$ cat config.mk
export PLATFORM = sky130hd
export DESIGN_NAME = branch_update_arbiter
export DESIGN_NICKNAME = d
export VERILOG_FILES = /design/src/rtl/branch_update_arbiter.sv
export SDC_FILE = /design/constraint.sdc
export NUM_CORES = 1
export LEC_CHECK = 0
export ABC_AREA = 1
export BUFFER_PORTS_ARGS = -buffer_cell sky130_fd_sc_hd__buf_2
export CELL_PAD_IN_SITES_DETAIL_PLACEMENT = 0
export CELL_PAD_IN_SITES_GLOBAL_PLACEMENT = 1
export CORE_MARGIN = 3
export CORE_UTILIZATION = 40
export DETAILED_ROUTE_END_ITERATION = 7
export GPL_ROUTABILITY_DRIVEN = 1
export HOLD_SLACK_MARGIN = 0.02
export MAX_ROUTING_LAYER = met4
export PLACE_DENSITY_LB_ADDON = 0.15
export RECOVER_POWER = 50
export SETUP_SLACK_MARGIN = 0.15
export SYNTH_ARGS = -nofsm -noshare
export SYNTH_HDL_FRONTEND = slang
export SYNTH_SLANG_ARGS = --single-unit
$ cat constraint.sdc
create_clock -name iCLOCK -period 7.13 [get_ports iCLOCK]
set_input_delay 0.713 -clock iCLOCK [delete_from_list [all_inputs] [get_ports iCLOCK]]
set_output_delay 0.713 -clock iCLOCK [all_outputs]
set_load 0.005 [all_outputs]
$ cat src/rtl/branch_update_arbiter.sv
// Two-pipe round-robin arbiter feeding an in-order FIFO that drains into the predictor jump-update port.
// Optional MIST1032ISA_BRANCH_UPDATE_BYPASS_EN: empty-FIFO grants load the output registers directly.
module branch_update_arbiter #(
  parameter int unsigned P_DEPTH   = 4,
  parameter int unsigned P_DEPTH_N = 2
) (
  input  logic                 iCLOCK,
  input  logic                 iRESET,
  input  logic                 iFLUSH,
  input  logic                 iREQ0_VALID,
  input  logic                 iREQ0_HIT,
  input  logic [31:0]          iREQ0_ADDR,
  input  logic [31:0]          iREQ0_INST_ADDR,
  output logic                 oREQ0_READY,
  input  logic                 iREQ1_VALID,
  input  logic                 iREQ1_HIT,
  input  logic [31:0]          iREQ1_ADDR,
  input  logic [31:0]          iREQ1_INST_ADDR,
  output logic                 oREQ1_READY,
  input  logic                 iHOLD,
  output logic                 oJUMP_STB,
  output logic                 oJUMP_HIT,
  output logic [31:0]          oJUMP_ADDR,
  output logic [31:0]          oJUMP_INST_ADDR,
  output logic [P_DEPTH_N:0]   oCOUNT,
  output logic                 oEMPTY,
  output logic                 oFULL
);

  typedef struct packed {
    logic        hit;
    logic [31:0] addr;
    logic [31:0] inst_addr;
  } upd_t;

  upd_t                 mem [P_DEPTH];
  logic [P_DEPTH_N-1:0] wr_ptr;
  logic [P_DEPTH_N-1:0] rd_ptr;
  logic [P_DEPTH_N:0]   count;
  logic                 rr;
  logic                 full;
  logic                 empty;
  logic                 grant0;
  logic                 grant1;
  logic                 grant;
  logic                 push;
  logic                 pop;
  logic                 bypass;
  upd_t                 grant_data;
  upd_t                 head;

  always_comb begin
    full       = (count == (P_DEPTH_N+1)'(P_DEPTH));
    empty      = (count == '0);
    // Full is the registered occupancy, so a same-cycle pop never frees a slot for a push.
    grant0     = !iFLUSH && !full && iREQ0_VALID && (!iREQ1_VALID || !rr);
    grant1     = !iFLUSH && !full && iREQ1_VALID && (!iREQ0_VALID ||  rr);
    grant      = grant0 || grant1;
    grant_data = grant1 ? {iREQ1_HIT, iREQ1_ADDR, iREQ1_INST_ADDR}
                        : {iREQ0_HIT, iREQ0_ADDR, iREQ0_INST_ADDR};
    pop        = !empty && !iHOLD && !iFLUSH;
`ifdef MIST1032ISA_BRANCH_UPDATE_BYPASS_EN
    bypass     = grant && empty && !iHOLD && !iFLUSH;
`else
    bypass     = 1'b0;
`endif
    push       = grant && !bypass;
    head       = mem[rd_ptr];
  end

  always_ff @(posedge iCLOCK) begin
    if (push) mem[wr_ptr] <= grant_data;
  end

  always_ff @(posedge iCLOCK or posedge iRESET) begin
    if (iRESET) begin
      wr_ptr          <= '0;
      rd_ptr          <= '0;
      count           <= '0;
      rr              <= 1'b0;
      oJUMP_STB       <= 1'b0;
      oJUMP_HIT       <= 1'b0;
      oJUMP_ADDR      <= '0;
      oJUMP_INST_ADDR <= '0;
    end else if (iFLUSH) begin
      wr_ptr    <= '0;
      rd_ptr    <= '0;
      count     <= '0;
      rr        <= 1'b0;
      oJUMP_STB <= 1'b0;
    end else begin
      if (push) wr_ptr <= wr_ptr + 1'b1;
      if (pop)  rd_ptr <= rd_ptr + 1'b1;
      case ({push, pop})
        2'b10:   count <= count + 1'b1;
        2'b01:   count <= count - 1'b1;
        default: count <= count;
      endcase
      // Point at the requester that lost (or was not granted) this cycle.
      if (grant) rr <= grant0;
      oJUMP_STB <= pop || bypass;
      if (pop) begin
        oJUMP_HIT       <= head.hit;
        oJUMP_ADDR      <= head.addr;
        oJUMP_INST_ADDR <= head.inst_addr;
      end else if (bypass) begin
        oJUMP_HIT       <= grant_data.hit;
        oJUMP_ADDR      <= grant_data.addr;
        oJUMP_INST_ADDR <= grant_data.inst_addr;
      end
    end
  end

  assign oREQ0_READY = grant0;
  assign oREQ1_READY = grant1;
  assign oCOUNT      = count;
  assign oEMPTY      = empty;
  assign oFULL       = full;

endmodule

# [Yosys cells after proc, flatten, opt, wreduce, memory -nomap -nowiden]
# Memory sizes are Yosys's and may differ from the RTL's. A register that Yosys moved wholly into a read port is not among the register bits.
# Cells that the tools add are included.
[classes] multipliers=0 n_reduce_logical=22 order_cmp=0 eq_ne=3 shifts=0 add_sub_neg=4 n_bitwise=1 div_mod_pow=0 n_mux=12
[op_table] cell="$mux 65" n=1
[op_table] cell="$mux 2" n=4
[op_table] cell="$logic_and 1x1->1" n=7
[op_table] cell="$logic_not 1->1" n=7
[op_table] cell="$pmux 3 s2" n=1
[op_table] cell="$mux 1" n=5
[op_table] cell="$add 2x1->2 const B" n=2
[op_table] cell="$reduce_bool 2->1" n=2
[op_table] cell="$add 3x1->3 const B" n=1
[op_table] cell="$eq 3x3->1 const B" n=1
[op_table] cell="$logic_not 3->1" n=1
[op_table] cell="$logic_or 1x1->1" n=3
[op_table] cell="$mux 3" n=1
[op_table] cell="$reduce_bool 3->1" n=1
[op_table] cell="$sub 3x1->3 const B" n=1
[op_table] cell="$eq 2x1->1 const B" n=1
[op_table] cell="$eq 2x2->1 const B" n=1
[op_table] cell="$reduce_and 2->1" n=1
[op_table] cell="$not 1->1" n=1
[totals] out_inout_bits=73 mem_count=1 romBits=0 mem_bits_rw=260 wordCells=48 ff_bits=9 in_bits=136 latch_bits=0
[mem_list] name="mem" depth=4 word_bits=65 rd=1 rd_clocked_by_memory_dff=1 write_ports=1 line_no="36" text="upd_t mem [P_DEPTH];"

# [Depth between registers and ports, before layout]
# Gate-level depths: netlist of the first run.
[depth] word_depth=9 mapped_depth=14 mapped_depth_nobuf=13

# [Worst setup path before layout of the first run]
# Ideal clock, no wire load.
[synth_timing] kind="input port to flip-flop" from="input port iREQ0_VALID" to="memory mem[0][0] in the netlist's numbering (enable)" path_buffers=0 path_stages=3 path_slack_ps=2809 arrival_ps=3833 required_ps=6642 setup_ps=488 cell_sequence="a21boi_0 o21ai_2 nor2_1"
[synth_via] elab_chain_len=6 word_cells_on_any_way=8 classes_between="mux: 2; reduce/logical: 6"
[synth_rtl] element="from (decl)" line_no="10" text="input logic iREQ0_VALID,"
[synth_rtl] element="$logic_not 1->1" line_no="57" text="grant1 = !iFLUSH && !full && iREQ1_VALID && (!iREQ0_VALID || rr);"
[synth_rtl] element="$logic_or 1x1->1" line_no="57"
[synth_rtl] element="$logic_and 1x1->1" line_no="57"
[synth_rtl] element="$logic_or 1x1->1 *" line_no="58" text="grant = grant0 || grant1;"
[synth_rtl] element="$mux 1 *" line_no="72" text="if (push) mem[wr_ptr] <= grant_data;"
[synth_rtl] element="$mux 1 (implied by the code) *" line_no="72"
[synth_rtl] element="to (decl)" line_no="36"
# Mark *: on every way between the ends. The rest lies on a longest branch, timed or not.

# [Worst setup path in the final report of the first run]
[layout_timing] from="register count[0], in the netlist oCOUNT[0]" to="output port oREQ1_READY"
[layout_via] elab_chain_len=5
[layout_rtl] element="from (decl)" line_no="39" text="logic [P_DEPTH_N:0] count;"
[layout_rtl] element="from (signal assigned)" line_no="95" text="2'b10: count <= count + 1'b1;"
[layout_rtl] element="from (signal assigned)" line_no="96" text="2'b01: count <= count - 1'b1;"
[layout_rtl] element="from (signal assigned)" line_no="97" text="default: count <= count;"
[layout_rtl] element="$eq 3x3->1" line_no="53" text="full = (count == (P_DEPTH_N+1)'(P_DEPTH));"
[layout_rtl] element="$logic_not 1->1" line_no="57"
[layout_rtl] element="$logic_and 1x1->1 (3 in a row)" line_no="57"
[layout_rtl] element="to (decl)" line_no="19" text="output logic oREQ1_READY,"
# No other way between the ends.

==> reports/metrics.cfg, run 1 <==
[status]
status = finished, violations left
violations = capacitance limit, slew limit

[power_and_ir_drop]
vdd_ir_drop_max_mv = 0.183
switching_share_pct = 26.4
power_frac_clock_pct = 35.6
p_int_w = 0.00394
leakage_nw = 6.57
powerDensity_mw_per_mm2 = 336
sequentialPowerShare_pct = 48.0
combPwrFrac_pct = 16.4
p_sw_w = 0.00142

[setup_path]
critPathKind = reg -> out
start_kind = register
cp-end-kind = output pin
crit_chain = nor2_1 -> nand2_1 -> nand3_1 -> inv_1 -> buf_2
critical-path-max-stage-delay_ns = 1.51
crit_family = buffers and inverters
cp_num_buf_inv = 2
crit_slowest_cell = inv_1
critPathArrivalTime_ns = 4.25
required_ns = 6.42
crit_path_max_fanout = 33

[placement]
placed_area_mm2 = 0.0148
place_congestion = 0.752
port_buffers = 208
hpwlAfterDp_um = 19000

[grt]
grt_pass1_vias = 9189
grt_overflow = 0
grt_antenna_before_repair = 0
grt_max_degree = 105
grt_pass1_wl_um = 52300
track_usage_pct = 19.4

[routing]
antenna_left = 0
firstDrtPassIters = 5
wire_per_inst_um = 18.3
via_per_inst = 4.95
vias = 9178
drc_errors = 0
drt_wl_total_um = 33900
first_iter_violations = 602

[yosys]
synth-seq-cells = 334
synth_area_mm2 = 0.0134
ys_types = 24
ys_seq_area_share_pct = 71.9
synthCells = 1191
syn_area_per_cell_um2 = 11.3
yosysWarningCount = 0
synth_nets = 1332

[floorplanning]
core_mm2 = 0.0329
die_x_um = 189
rows = 66
start_util_pct = 40.9
io_pins = 209
die_h_um = 189
dieArea_mm2 = 0.0358

[timing]
worst_pin_slew_ns = 4.13
max_clock_freq_ghz = 0.201
period_needed_ns = 4.96
setup-violations-final = 0
slew_headroom_pct = -175
fin_setup_tns_ns = 0
hold_viol_final = 0
period_share_pct = 69.6
maxSlewViolCount = 378
rsz0062_at_grt = false
skew_ns = 0.00860

[cts]
cts_resized = 0
cts_setup_buffers = 0
cts_root_buf = clkbuf_16
cts_buffers = 37
cts_hold_buf = 0
clock_latency_ns = 0.50
cts_tree = done
clockBufferDepth = 3
cts.sinks = 334
h-tree-depth = 2
clkTransAtPathRegs_ns = 0.06

[finish]
layout-area-overhead-vs-synth_pct = 18.7
design_area_mm2 = 0.0160
n_antenna_cell = 0
nets = 1526
final_common_cell = nand2_1
drive_gt1_share_pct = 18.4
layout_common_cells = nand2_1, edfxtp_1, buf_2, nor2_1, o21ai_0

[worst_hold_path]
hold_path.class = reg -> reg

[job]
cap_violations = 10

==> final timing paths <==
kind | startpoint | endpoint | slack, ns | cells past startpoint
min in group asynchronous | iRESET | oJUMP_ADDR[26] | 0.62 | 2
setup / recovery | oCOUNT[0] | oREQ1_READY | 2.17 | 5
hold / removal | oJUMP_INST_ADDR[7] | oJUMP_INST_ADDR[7] | 0.47 | 2
max in group asynchronous | iRESET | oJUMP_INST_ADDR[7] | 3.21 | 3
setup reg to reg | oCOUNT[0] | oCOUNT[2] | 2.30 | 10
hold reg to reg | oJUMP_INST_ADDR[7] | oJUMP_INST_ADDR[7] | 0.47 | 2
==> worst register-to-register path: cells and delay by family, from the launching register on <==
kind | cells | cell delay (ns)
buffers and inverters | 2 | 3.02
DFF | 1 | 0.43
and+or+nand+nor | 8 | 1.28
==> kinds of logic (layout without fill, tap and decap cells) <==
kind of cell | Yosys count | count (layout) | share of synthesized area, %
fa+ha+maj | 5 | 5 | 0.521
compound gates | 206 | 206 | 8.32
flops | 334 | 334 | 71.9
xor+xnor | 1 | 1 | 0.0652
buf+inv | 91 | 311 | 3.54
simple gates | 554 | 554 | 15.7
==> cell type report <==
cell class | count | area, um^2
Multi-Input combinational cell | 766 | 3330
Timing Repair Buffer | 225 | 1110
Clock buffer | 48 | 977
Tap cell | 442 | 553
Clock inverter | 17 | 241
Inverter | 21 | 82.6
Fill cell | 3064 | 16900
Sequential cell | 334 | 9660
==> per-stage QoR <==
stage                     total power [W]  hold slack, ns  worst slack, ns  std cells  utilization (%)
after floorplan                   0.00310           0.472             2.81       1191                -
after global placement            0.00351           0.457             3.86       1788             45.1
after detailed placement          0.00351           0.460             3.80       1788             45.1
after CTS                         0.00544           0.244             3.77       1853             48.8
after global routing              0.00565           0.491             1.84       1853             48.5
final                             0.00535           0.470             2.17       1853             48.5
==> cells in the mapped netlist <==
| library cell | count | area [um^2] |
|---|---|---|
| nand3_1 | 5 | 25.0 |
| edfxtp_1 | 260 | 7810 |
| dfrtp_1 | 74 | 1850 |
| o21ai_0 | 110 | 551 |
| nor2_1 | 137 | 514 |
| buf_6 | 7 | 78.8 |
| ha_1 | 4 | 50.1 |
| buf_4 | 16 | 120 |
| a21boi_0 | 1 | 7.51 |
| nand2_2 | 4 | 25.0 |
| clkbuf_1 | 30 | 113 |
| nand2_1 | 406 | 1520 |
| xnor2_1 | 1 | 8.76 |
| buf_2 | 16 | 80.1 |
| o21ai_2 | 1 | 8.76 |
| fa_1 | 1 | 20.0 |
| inv_2 | 6 | 22.5 |
| a21oi_1 | 5 | 25.0 |
| nand3_2 | 1 | 10.0 |
| nor2_4 | 1 | 11.3 |
| inv_1 | 15 | 56.3 |
| o21ai_1 | 24 | 120 |
| o22ai_1 | 65 | 407 |
| clkbuf_2 | 1 | 5.00 |
==> layer usage <==
metal | track usage (%) | share of wire, % | vias up
met5 | - | 0 | -
met4 | 5.00 | 2.2 | 0
met3 | 2.93 | 5.9 | 61
met2 | 30.5 | 46 | 278
met1 | 26.6 | 46 | 4370
li1 | - | - | 4469
==> state kept, by name (all words and copies together), names as in the netlist <==
signal / cells
rd_ptr: 2
mem: 260
oJUMP_INST_ADDR: 32
oJUMP_ADDR: 32
oJUMP_STB: 1
oCOUNT: 3
rr: 1
oJUMP_HIT: 1
wr_ptr: 2
==> power by group through the flow <==
stage	Clock [W]	Combinational [W]	Sequential (W)
after global routing	0.00204	0.000997	0.00261
after floorplan	0	0.000504	0.00259
after CTS	0.00196	0.000913	0.00257
final	0.00191	0.000875	0.00257
after detailed placement	0	0.000909	0.00260
after global placement	0	0.000902	0.00260
No activity file was read; power rests on OpenSTA's default activity.
==> run 2: changes to the inputs <==
--- a/config.mk
+++ b/config.mk
@@ -5,7 +5,7 @@
 export SDC_FILE = /design/constraint.sdc
 export NUM_CORES = 1
 export LEC_CHECK = 0
-export ABC_AREA = 1
+export ABC_AREA = 0
 export BUFFER_PORTS_ARGS = -buffer_cell sky130_fd_sc_hd__buf_2
 export CELL_PAD_IN_SITES_DETAIL_PLACEMENT = 0
 export CELL_PAD_IN_SITES_GLOBAL_PLACEMENT = 1
==> constraint.sdc (replaced) <==
create_clock -name iCLOCK -period 5.1 [get_ports iCLOCK]
set_input_delay 0.51 -clock iCLOCK [delete_from_list [all_inputs] [get_ports iCLOCK]]
set_output_delay 0.51 -clock iCLOCK [all_outputs]
set_load 0.005 [all_outputs]
==> reports/metrics.cfg, run 2 <==
[status]
status = finished, violations left  ; unchanged
violations = capacitance limit, slew limit  ; unchanged

[yosys]
ys_types = 34  ; was 24
synth-seq-cells = 334  ; unchanged
synthCells = 609  ; was 1191
synth_edf_count = 260  ; unchanged
syn_area_per_cell_um2 = 21.8  ; was 11.3 um^2
ys_seq_area_share_pct = 72.6  ; was 71.9%
synthArstFlopShare_pct = 22.2  ; unchanged
yosysWarningCount = 0  ; unchanged
synth_flop_cell = edfxtp_1  ; unchanged
synth_top_area_share_pct = 58.7  ; was 58.1%
synth_top_area_cell = edfxtp_1  ; unchanged
synth_area_mm2 = 0.0133  ; was 0.0134 mm^2
synth_nets = 750  ; was 1332
synth_commonest_cells = edfxtp_1, dfrtp_1, mux4_2  ; was nand2_1, edfxtp_1, nor2_1
synth_area_leaders = edfxtp_1, dfrtp_1, mux4_2, mux2_1, mux2_4  ; was edfxtp_1, dfrtp_1, nand2_1, o21ai_0, nor2_1
synth.most_common_cell = edfxtp_1  ; was nand2_1

[grt]
grt_antenna_before_repair = 0  ; unchanged
grt_overflow = 0  ; unchanged
grt_pass1_vias = 7400  ; was 9189
grt_pass1_wl_um = 42000  ; was 52300 um
track_usage_pct = 15.9  ; was 19.4%
grt_max_degree = 67  ; was 105

[cts]
clkTransAtPathRegs_ns = 0.06  ; about the same
cts_root_buf = clkbuf_16  ; unchanged
cts.sinks = 334  ; unchanged
clockBufferDepth = 3  ; unchanged
cts_setup_buffers = 0  ; unchanged
cts_resized = 0  ; unchanged
cts_buffers = 37  ; unchanged
clock_latency_ns = 0.50  ; about the same
h-tree-depth = 2  ; unchanged
cts_tree = done  ; unchanged
cts_hold_buf = 0  ; unchanged

[setup_path]
cp-end-kind = register  ; was output pin
critical-path-max-stage-delay_ns = 1.28  ; was 1.51 ns
start_kind = register  ; unchanged
crit_slowest_cell = and2_2  ; was inv_1
crit_path_max_fanout = 50  ; was 33
reg2regPathDepth = 4  ; was 10
crit_family = simple AND/OR/NAND/NOR gates  ; was buffers and inverters
r2r_start = oCOUNT[2]  ; was oCOUNT[0]
path_depth = 4  ; was 5
critPathKind = reg -> reg  ; was reg -> out
required_ns = 5.27  ; was 6.42 ns
cp_num_buf_inv = 1  ; was 2
reg2reg_slack_ns = 1.49  ; was 2.30 ns
crit_chain = nor3b_1 -> nor3_1 -> and2_2 -> buf_4  ; was nor2_1 -> nand2_1 -> nand3_1 -> inv_1 -> buf_2
reg2reg_to = mem[2][34]  ; was oCOUNT[2]
critPathArrivalTime_ns = 3.78  ; was 4.25 ns

[finish]
largest_register_ffs = 260  ; unchanged
regMostFlops = mem  ; unchanged
design_area_mm2 = 0.0157  ; was 0.0160 mm^2
nets = 975  ; was 1526
seq_area_mm2 = 0.00966  ; about the same
n_antenna_cell = 0  ; unchanged
drive_gt1_share_pct = 40.5  ; was 18.4%
final_common_cell = edfxtp_1  ; was nand2_1
fin_util_pct = 48.2  ; was 48.5%
largestRegisters = mem: 260 flops, oJUMP_ADDR: 32 flops, oJUMP_INST_ADDR: 32 flops  ; unchanged
layout_common_cells = edfxtp_1, buf_2, mux2_1, dfrtp_1, mux4_2  ; was nand2_1, edfxtp_1, buf_2, nor2_1, o21ai_0
fillers = 2766  ; was 3064
layout-area-overhead-vs-synth_pct = 18.3  ; was 18.7%
layoutNonFillerInstCount = 1302  ; was 1853
multi_input_area_mm2 = 0.00333  ; about the same

[power_and_ir_drop]
powerDensity_mw_per_mm2 = 485  ; was 336 mW/mm^2
vdd_ir_drop_max_mv = 0.239  ; was 0.183 mV
total_power_w = 0.00763  ; was 0.00535 W
leakage_nw = 5.61  ; was 6.57 nW

[placement]
place_congestion = 0.714  ; was 0.752
dp.cells = 1237  ; was 1788
hpwlAfterDp_um = 16100  ; was 19000 um
port_buffers = 208  ; unchanged
placed_area_mm2 = 0.0148  ; about the same

[timing]
hold_viol_final = 0  ; unchanged
skew_ns = 0.0114  ; was 0.00860 ns
max_clock_freq_ghz = 0.277
maxSlewViolCount = 99  ; was 378
rsz0062_at_grt = false  ; unchanged
period_share_pct = 70.7
slew_headroom_pct = -119  ; was -175%
setup-violations-final = 0  ; unchanged
period_needed_ns = 3.61
fin_setup_tns_ns = 0  ; unchanged
worst_pin_slew_ns = 3.29  ; was 4.13 ns

[routing]
antenna_left = 0  ; unchanged
firstDrtPassIters = 4  ; was 5
drc_errors = 0  ; unchanged
via_per_inst = 5.01  ; was 4.95
wire_per_inst_um = 20.7  ; was 18.3 um
drt_wl_total_um = 27000  ; was 33900 um
first_iter_violations = 275  ; was 602
vias = 6526  ; was 9178

[worst_hold_path]
worstHoldEndpoint = mem[3][59]  ; was oJUMP_INST_ADDR[7]
hold_path.class = in -> reg  ; was reg -> reg
holdCritStartpoint = iREQ1_ADDR[27]  ; was oJUMP_INST_ADDR[7]
holdPathStages = 2  ; unchanged

[floorplanning]
die_h_um = 188  ; was 189 um
dieArea_mm2 = 0.0355  ; was 0.0358 mm^2
start_util_pct = 40.8  ; was 40.9%
core_mm2 = 0.0326  ; was 0.0329 mm^2
io_pins = 209  ; unchanged
die_x_um = 188  ; was 189 um
rows = 66  ; unchanged

[job]
cap_violations = 2  ; was 10

[run 2: kinds of logic after synthesis]
family                     count (synthesis)  synth area share (%)
and+or+nand+nor                           30                  1.49
AOI/OAI and AO/OA                          3                 0.122
xor gates and xnor gates                   4                 0.263
adders and majority gates                  5                 0.527
buffers and inverters                     34                  1.53
muxes                                    199                  23.4
DFF                                      334                  72.6
[run 2: worst max path at each step]
| stage | end | start |
|---|---|---|
| floorplan | mem[0][0] | oCOUNT[2] |
| global placement | oREQ1_READY | iFLUSH |
| detailed placement | oREQ1_READY | iFLUSH |
| CTS | oREQ1_READY | oCOUNT[0] |
| global route | mem[2][34] | oCOUNT[0] |
| finish | mem[2][34] | oCOUNT[2] |
[run 2: where the power goes]
part	leakage, nW	switching (W)	internal (W)	total, W
Clock	0.548	0.000989	0.00148	0.00247
Combinational	1.79	0.000663	0.000773	0.00144
Sequential	3.26	0.000260	0.00346	0.00372
Total	5.61	0.00191	0.00572	0.00763
[run 2: layout make-up]
cell class	count	area share, %
clock inverter	15	0.787
timing repair buffer	216	6.65
sequential	334	61.4
clock buffer	50	6.38
inverter	4	0.103
tap	442	3.51
multi-input combinational	241	21.2
[run 2: worst reg2reg max path, cell delays in order (launching register included)]
cell and delay, ns:
dfrtp_1 0.42, nor3b_1 0.21, nor3_1 0.89, and2_2 1.28, buf_4 0.48
[run 2: through the flow]
stage	hold WS, ns	setup WS [ns]
6_report	0.337	1.49
5_1_grt	0.320	1.22
4_1_cts	0.0828	1.76
3_5_place_dp	0.469	2.19
3_3_place_gp	0.464	2.25
2_1_floorplan	0.483	2.16
[run 2: metal layers]
layer | global-route usage [%] | vias to the layer above | wire (um)
met2 | 26.8 | 180 | 13700
met5 | - | - | 0
li1 | - | 2905 | -
met1 | 20.1 | 3409 | 11400
met3 | 3.16 | 32 | 1470
met4 | 3.67 | 0 | 426
==> run 3: changes to the inputs <==
==> constraint.sdc (replaced) <==
create_clock -name iCLOCK -period 3.6 [get_ports iCLOCK]
set_input_delay 0.36 -clock iCLOCK [delete_from_list [all_inputs] [get_ports iCLOCK]]
set_output_delay 0.36 -clock iCLOCK [all_outputs]
set_load 0.005 [all_outputs]
==> reports/metrics.cfg, run 3 (same netlist as run 2, synthesis figures left out) <==
[floorplanning]
die_h_um = 188  ; unchanged
io_pins = 209  ; unchanged
core_mm2 = 0.0326  ; unchanged
dieArea_mm2 = 0.0355  ; unchanged
rows = 66  ; unchanged
start_util_pct = 40.8  ; unchanged
die_x_um = 188  ; unchanged

[timing]
maxSlewViolCount = 0  ; was 99
fin_ws_ns = 0.703  ; was 1.49 ns
skew_ns = 0.0180  ; was 0.0114 ns
slew_headroom_pct = 24.2  ; was -119%
holdWs_ns = 0.189  ; was 0.337 ns
period_share_pct = 80.5
hold_viol_final = 0  ; unchanged
max_clock_freq_ghz = 0.345
rsz0062_at_grt = false  ; unchanged
period_needed_ns = 2.90
fin_setup_tns_ns = 0  ; unchanged
setup-violations-final = 0  ; unchanged
worst_pin_slew_ns = 1.14  ; was 3.29 ns

[routing]
wire_per_inst_um = 21.5  ; was 20.7 um
drt_wl_total_um = 28000  ; was 27000 um
via_per_inst = 5.04  ; was 5.01
vias = 6576  ; was 6526
firstDrtPassIters = 4  ; unchanged
drc_errors = 0  ; unchanged
antenna_left = 0  ; unchanged
first_iter_violations = 326  ; was 275

[finish]
largestRegisters = mem: 260 flops, oJUMP_ADDR: 32 flops, oJUMP_INST_ADDR: 32 flops  ; unchanged
final_common_cell = edfxtp_1  ; unchanged
seq_area_mm2 = 0.00966  ; unchanged
layout_common_cells = edfxtp_1, buf_2, dfrtp_1, mux2_1, mux4_2  ; was edfxtp_1, buf_2, mux2_1, dfrtp_1, mux4_2
nets = 977  ; was 975
largest_register_ffs = 260  ; unchanged
fillers = 2771  ; was 2766
multi_input_area_mm2 = 0.00336  ; was 0.00333 mm^2
layout-area-overhead-vs-synth_pct = 19.1  ; was 18.3%
drive_gt1_share_pct = 41.8  ; was 40.5%
n_antenna_cell = 0  ; unchanged
regMostFlops = mem  ; unchanged
fin_util_pct = 48.6  ; was 48.2%

[power_and_ir_drop]
vdd_ir_drop_max_mv = 0.250  ; was 0.239 mV
powerDensity_mw_per_mm2 = 680  ; was 485 mW/mm^2
total_power_w = 0.0108  ; was 0.00763 W
leakage_nw = 5.65  ; was 5.61 nW

[status]
status = finished clean  ; was finished, violations left

[setup_path]
critPathArrivalTime_ns = 2.54  ; was 3.78 ns
critPathKind = reg -> out  ; was reg -> reg
crit_path_max_fanout = 30  ; was 50
required_ns = 3.24  ; was 5.27 ns
cp-end-kind = output pin  ; was register
start_kind = register  ; unchanged

[grt]
grt_antenna_before_repair = 0  ; unchanged
grt_overflow = 0  ; unchanged
grt_pass1_vias = 7426  ; was 7400
grt_pass1_wl_um = 42900  ; was 42000 um
track_usage_pct = 16.3  ; was 15.9%
grt_max_degree = 67  ; unchanged

[placement]
hpwlAfterDp_um = 16700  ; was 16100 um
place_congestion = 0.769  ; was 0.714
pre_cts_ws_ns = 1.04  ; was 2.19 ns
port_buffers = 208  ; unchanged

[worst_hold_path]
hold_path.class = in -> reg  ; unchanged

[cts]
cts_root_buf = clkbuf_16  ; unchanged
h-tree-depth = 2  ; unchanged
cts.sinks = 334  ; unchanged
cts_tree = done  ; unchanged
cts_buffers = 36  ; was 37
clock_latency_ns = 0.51  ; was 0.50 ns
clkTransAtPathRegs_ns = 0.06  ; about the same
clockBufferDepth = 3  ; unchanged
cts_resized = 0  ; unchanged

[job]
cap_violations = 0  ; was 2

[run 3: cell types whose count changed in the layout (fill, tap and decap cells not counted), sizes merged]
cell	delta
dlygate4sd3	+1
clkbuf	+4
bufinv	-1
inv	+1
buf	+4
clkinv	-6
[run 3: final timing paths]
kind,from,end,slack (ns),cells past startpoint
worst max-delay path,oCOUNT[0],oREQ1_READY,0.70,4
worst min-delay path,iREQ0_ADDR[15],mem[0][47],0.19,2
worst max register to register,oCOUNT[0],oCOUNT[2],0.74,7
worst min register to register,oJUMP_INST_ADDR[4],oJUMP_INST_ADDR[4],0.48,1
max in group asynchronous,iRESET,rd_ptr[1],1.49,4
min in group asynchronous,iRESET,oJUMP_ADDR[23],0.55,3
[run 3: layout make-up]
cell class / instances / area share (%)
inverters: 4 / 0.103
clock buffers: 56 / 6.42
flip-flops and latches: 334 / 61.0
multi-input cells: 241 / 21.2
well taps: 442 / 3.49
repair buffers: 219 / 7.24
clock inverters: 9 / 0.506
[run 3: stage by stage]
| step | instances | instance area (um^2) |
|---|---|---|
| 3_5_place_dp | 1239 | 14900 |
| 2_1_floorplan | 609 | 13300 |
| 5_1_grt | 1305 | 15800 |
| 3_3_place_gp | 1239 | 14900 |
| 6_report | 1305 | 15800 |
| 4_1_cts | 1305 | 16000 |
[run 3: what timing repair did]
| action | 4_1_cts | 5_1_grt |
|---|---|---|
| endpoints found under the hold margin | 13 | 0 |
| hold buffers | 1 | 0 |
| buffers inserted | 0 | 0 |
[run 3: worst max-delay path, cell delays in order (launching register included)]
cell,delay (ns)
dfrtp_1,0.45
nor3b_1,0.71
nor2_1,0.10
and3_2,0.49
buf_2,0.25
[run 3: where the power goes]
part	internal [W]	switching, W
registers	0.00490	0.000362
clock network	0.00202	0.00140
logic	0.00111	0.000970
total	0.00803	0.00273
[run 3: metal layers]
| metal | global-route usage, % | vias to the layer above | routed length [um] |
|---|---|---|---|
| li1 | - | 2919 | - |
| met1 | 21.1 | 3428 | 12500 |
| met2 | 26.7 | 182 | 13700 |
| met3 | 2.98 | 47 | 1300 |
| met4 | 4.78 | 0 | 601 |
| met5 | - | - | 0 |
